--- config.mk ---
export PLATFORM = sky130hd
export DESIGN_NAME = if_id_queue
export DESIGN_NICKNAME = d
export VERILOG_FILES = /design/src/rtl/if_id_queue_pkg.sv /design/src/rtl/ifq_mem.sv /design/src/rtl/if_id_queue.sv
export SDC_FILE = /design/constraint.sdc
export NUM_CORES = 1
export LEC_CHECK = 0
export ABC_AREA = 1
export CORE_MARGIN = 2
export CORE_UTILIZATION = 40
export CTS_BUF_LIST = sky130_fd_sc_hd__clkbuf_4 sky130_fd_sc_hd__clkbuf_8 sky130_fd_sc_hd__clkbuf_16
export DETAILED_ROUTE_END_ITERATION = 16
export GPL_TIMING_DRIVEN = 0
export HOLD_SLACK_MARGIN = 0.03
export PLACE_DENSITY = 0.6
export SLEW_MARGIN = 40
export SYNTH_ARGS = -nofsm -noshare
export SYNTH_HDL_FRONTEND = slang
export SYNTH_SLANG_ARGS = --single-unit
--- constraint.sdc ---
create_clock -name clk -period 20.4 [get_ports clk]
set_input_delay 3.06 -clock clk [delete_from_list [all_inputs] [get_ports clk]]
set_output_delay 3.06 -clock clk [all_outputs]
set_load 0.03 [all_outputs]
--- src/rtl/if_id_queue_pkg.sv ---
// Shared types and sizing for the fetch-to-decode instruction queue.
// Defaults: 4 entries, 32-bit pc and instruction words.
package if_id_queue_pkg;
  localparam int INST_ADDR_W = 32;
  localparam int INST_W      = 32;
  localparam int IFQ_DEPTH   = 4;
  localparam int IFQ_AW      = 2;

  localparam logic [INST_W-1:0] ZERO_WORD = '0;

  typedef struct packed {
    logic [INST_ADDR_W-1:0] pc;
    logic [INST_W-1:0]      inst;
  } ifq_entry_t;
endpackage

--- src/rtl/ifq_mem.sv ---
// Entry storage for the instruction queue: one write port, async read.
// All entries clear on reset.
module ifq_mem
  import if_id_queue_pkg::*;
#(
  parameter int DEPTH = IFQ_DEPTH,
  parameter int AW    = IFQ_AW
) (
  input  logic          clk,
  input  logic          rst,
  input  logic          we_i,
  input  logic [AW-1:0] waddr_i,
  input  ifq_entry_t    wdata_i,
  input  logic [AW-1:0] raddr_i,
  output ifq_entry_t    rdata_o
);

  ifq_entry_t mem_q [DEPTH];

  // Write the addressed entry; reset wipes every entry.
  always_ff @(posedge clk or posedge rst) begin
    if (rst) begin
      for (int i = 0; i < DEPTH; i++) begin
        mem_q[i] <= '0;
      end
    end else if (we_i) begin
      mem_q[waddr_i] <= wdata_i;
    end
  end

  assign rdata_o = mem_q[raddr_i];

endmodule

--- src/rtl/if_id_queue.sv ---
// Fetch-to-decode FIFO with first-word-fall-through read and flush.
// Optional same-cycle empty bypass: define IFQ_BYPASS_EN.
module if_id_queue
  import if_id_queue_pkg::*;
#(
  parameter int DEPTH = IFQ_DEPTH,
  parameter int AW    = IFQ_AW
) (
  input  logic                   clk,
  input  logic                   rst,
  input  logic                   in_valid,
  input  logic [INST_ADDR_W-1:0] in_pc,
  input  logic [INST_W-1:0]      in_inst,
  output logic                   in_ready,
  output logic                   stall_req,
  input  logic                   flush,
  output logic                   id_valid,
  output logic [INST_ADDR_W-1:0] id_pc,
  output logic [INST_W-1:0]      id_inst,
  input  logic                   id_ready
);

  localparam logic [AW:0] PTR_ONE = {{AW{1'b0}}, 1'b1};

  logic [AW:0] rd_ptr_q, rd_ptr_d;
  logic [AW:0] wr_ptr_q, wr_ptr_d;
  logic        full, empty;
  logic        byp, push, pop;
  ifq_entry_t  wdata, rdata;

  assign empty = (rd_ptr_q == wr_ptr_q);
  assign full  = (rd_ptr_q[AW] != wr_ptr_q[AW]) &&
                 (rd_ptr_q[AW-1:0] == wr_ptr_q[AW-1:0]);

  assign in_ready  = ~full;
  assign stall_req = full;

`ifdef IFQ_BYPASS_EN
  assign byp = empty & in_valid & id_ready & ~flush;
`else
  assign byp = 1'b0;
`endif

  assign push = in_valid & in_ready & ~flush & ~byp;
  assign pop  = ~empty & id_ready & ~flush;

  assign wdata.pc   = in_pc;
  assign wdata.inst = in_inst;

  ifq_mem #(
    .DEPTH (DEPTH),
    .AW    (AW)
  ) u_mem (
    .clk     (clk),
    .rst     (rst),
    .we_i    (push),
    .waddr_i (wr_ptr_q[AW-1:0]),
    .wdata_i (wdata),
    .raddr_i (rd_ptr_q[AW-1:0]),
    .rdata_o (rdata)
  );

  // Pointer next-state: flush clears, otherwise advance on push/pop.
  always_comb begin
    rd_ptr_d = rd_ptr_q;
    wr_ptr_d = wr_ptr_q;
    if (flush) begin
      rd_ptr_d = '0;
      wr_ptr_d = '0;
    end else begin
      if (pop)  rd_ptr_d = rd_ptr_q + PTR_ONE;
      if (push) wr_ptr_d = wr_ptr_q + PTR_ONE;
    end
  end

  // Pointer registers.
  always_ff @(posedge clk or posedge rst) begin
    if (rst) begin
      rd_ptr_q <= '0;
      wr_ptr_q <= '0;
    end else begin
      rd_ptr_q <= rd_ptr_d;
      wr_ptr_q <= wr_ptr_d;
    end
  end

  // Head presentation: queue head, bypassed input, or a zero NOP.
  always_comb begin
    id_valid = 1'b0;
    id_pc    = ZERO_WORD;
    id_inst  = ZERO_WORD;
    if (!flush && !empty) begin
      id_valid = 1'b1;
      id_pc    = rdata.pc;
      id_inst  = rdata.inst;
    end else if (byp) begin
      id_valid = 1'b1;
      id_pc    = in_pc;
      id_inst  = in_inst;
    end
  end

endmodule

==> results.json <==
{
  "via_per_inst": 4.996,
  "synthTopCellsByArea": "dfrtp_1, nand2_1, nor2_1, o21ai_0, a21oi_1",
  "hold-path-endpoint": "u_mem.mem_q[35]",
  "ctsHoldBuffers": 0,
  "cp_common_cell": "clkdlybuf4s50_1",
  "place_ws_ns": 11.48,
  "min_path_cells": 2,
  "clockRootBuffer": "clkbuf_16",
  "pwr-share-comb_pct": 25.5,
  "synth_fa_ha_area_share_pct": 0.5154,
  "r2r_cells": 8,
  "grt_antenna_before_repair": 1,
  "rrSetupSlack_ns": 17.92,
  "grt.total_usage_pct": 23.56,
  "gr-total-overflow": 0,
  "cts_buffer_depth": 3,
  "multiInputGateArea_um2": 5114,
  "slew_viol_final": 0,
  "clkPwrFrac_pct": 31.5,
  "crit_required_ns": 17.34,
  "drtIter0Drc": 853,
  "synth_top_area_share_pct": 54.01,
  "cts_sinks": 262,
  "p_per_area_nw_per_um2": 114.5,
  "grt_pass1_wl_mm": 59.03,
  "synth_mux_area_share_pct": 0,
  "synth_xor_area_share_pct": 0.1443,
  "ctsResizeCount": 0,
  "ys.warnings.count": 0,
  "portBuffers": 134,
  "synth_top_family_by_area": "simple AND/OR/NAND/NOR gates",
  "p_seq_share_pct": 43.0,
  "met3_length_mm": 2.190,
  "die_w_um": 178.2,
  "synth_compound_area_share_pct": 7.998,
  "routed_wl_mm": 36.46,
  "core_region_area_um2": 29800,
  "path_max_fanout": 10,
  "synth_flop_cell": "dfrtp_1",
  "post_cts_buffers": 0,
  "yosysMostFrequentCell": "nand2_1",
  "seq_area_frac_synth_pct": 54.01,
  "num_vias": 11100,
  "cts_buffers": 30,
  "syn_area_per_cell_um2": 7.406,
  "regArea_um2": 6556,
  "outcome": "complete, no violations",
  "synth-seq-cells": 262,
  "intPower_mw": 1.165,
  "crit_path_end_kind": "output pin",
  "wl_met1_mm": 17.05,
  "critical_path_class": "in2out",
  "n_fill_cell": 2963,
  "synth_enable_flop_cells": 0,
  "synth-simple-area-share_pct": 33.47,
  "critical_path.cell_chain": "clkdlybuf4s50_1 -> clkinv_1 -> clkbuf_1 -> nand2_1 -> buf_2 -> buf_1 -> a21oi_1 -> clkdlybuf4s50_1",
  "grt_pass1_vias": 10940,
  "holdWs_ns": 0.4692,
  "cts_tree": "yes",
  "routedWlPerCell_um": 16.41,
  "power.leakage_nw": 7.634,
  "htreeDepth": 1,
  "drt_first_pass_iters": 5,
  "max_slew_margin_pct": 42.99,
  "synth_common_cells": "nand2_1, dfrtp_1, nor2_1",
  "final_area_um2": 15100,
  "p_sw_mw": 0.5635,
  "r2r_end": "u_mem.mem_q[254]",
  "io_pins": 136,
  "arrival_ns": 5.90,
  "fin_crit_ns": 8.956,
  "rr_startpoint": "rd_ptr_q[0]",
  "place_area_um2": 14090,
  "clk_latency_ns": 0.55,
  "area_delta_synth_final_pct": 24.39,
  "drive_gt1_share_pct": 5.355,
  "syn-num-nets": 1713,
  "vdd_drop_max_v": 0.00006249,
  "finalHoldViolCount": 0,
  "hold_path.startpoint": "u_mem.mem_q[35]",
  "tightest_slew_ns": 0.8526,
  "synth.distinct_cells": 19,
  "max_freq_ghz": 0.1117,
  "cp_slowest_cell": "clkdlybuf4s50_1",
  "finalCritPeriodShare_pct": 43.90,
  "gp_congestion": 0.8017,
  "dieArea_um2": 31760,
  "setup_tns_ns": 0,
  "hpwl_mm": 24.12,
  "worst_slack_ns": 11.44,
  "met2WireLength_mm": 16.60,
  "async_flop_share_pct": 100.0,
  "crit_path_start_kind": "input pin",
  "hold_path.class": "reg2reg",
  "rows": 63,
  "cap_violations": 0,
  "drc_errors": 0,
  "switching_share_pct": 32.60,
  "clock_skew_ns": 0.01008,
  "highest_layer": "met4",
  "rsz0062_at_grt": "no",
  "die_height_um": 178.2,
  "start_util_pct": 40.74,
  "clk_pin_slew_ns": 0.06,
  "setup_viol": 0,
  "grt_max_degree": 69,
  "cpPeakStageDelay_ns": 0.64,
  "syn_inst": 1639,
  "nNetsFinal": 1883,
  "synth_area_um2": 12140,
  "ant_nets": 0,
  "synth_largest_area_cell": "dfrtp_1"
}
[flip-flops by register name, summed over array words and instances (netlist names)]
name,flops
u_mem.mem_q,256
rd_ptr_q,3
wr_ptr_q,3
[kinds of logic (layout without fill, tap and decap cells)]
logic type | Yosys count | count (layout)
buffers and inverters | 114 | 305
other | 0 | 1
xor gates and xnor gates | 2 | 2
DFF | 262 | 262
adders and majority gates | 5 | 5
AOI/OAI and AO/OA | 194 | 194
and+or+nand+nor | 1062 | 1062
[worst max path at each step]
stage                     startpoint          endpoint  slack (ns)  cells after the start
after CTS                      flush       id_inst[28]       11.48                      8
final                          flush       id_inst[29]       11.44                      8
after detailed placement       flush       id_inst[28]       11.48                      8
after floorplan                  rst       rd_ptr_q[0]       10.13                      1
after global placement           rst  u_mem.mem_q[216]        6.32                      2
after global routing           flush       id_inst[28]       11.31                      8
[per-stage QoR]
stage / util (%) / power, mW / std cells
after global placement: 46.88 / 1.177 / 2163
after floorplan: - / 1.034 / 1639
after global routing: 50.68 / 1.841 / 2221
after detailed placement: 47.27 / 1.189 / 2167
after CTS: 50.67 / 1.740 / 2220
final: 50.68 / 1.729 / 2221
[per-layer routing]
metal,vias up,global-route usage [%]
li1,5419,-
met4,0,5.522
met1,5296,33.53
met2,342,38.23
met5,-,0
met3,40,3.325
[power groups by stage]
stage / sequential, mW / combinational, mW / clock, mW
2_1_floorplan: 0.731 / 0.303 / 0
6_report: 0.744 / 0.440 / 0.545
3_5_place_dp: 0.748 / 0.441 / 0
4_1_cts: 0.742 / 0.444 / 0.554
3_3_place_gp: 0.747 / 0.431 / 0
5_1_grt: 0.760 / 0.504 / 0.577
[cell type report]
cell class | count | area share (%)
diodes | 1 | 0.01657
plain buffers | 99 | 2.735
clock buffers | 47 | 6.306
clock inverters | 6 | 0.3895
inverters | 15 | 0.4226
multi-input cells | 1263 | 33.87
flip-flops and latches | 262 | 43.42
well taps | 390 | 3.232
repair buffers | 138 | 9.612
[placed cells by master, fill, tap and decap left out, types with 9 or more instances in the layout]
cell               n
a21oi_1           64
clkbuf_16         31
clkbuf_8           9
buf_1             11
clkdlybuf4s50_1  134
clkbuf_1          55
dfrtp_1          262
inv_1             12
o21ai_0          129
nor2_1           256
nand2_1          787
buf_2             33
[worst max-delay path: cells and delay by family]
family	cells	cell delay, ns
AO/OA/AOI/OAI	1	0.18
buffers and inverters	6	2.49
AND/OR/NAND/NOR	1	0.15
(Power assumes the default switching activity.)
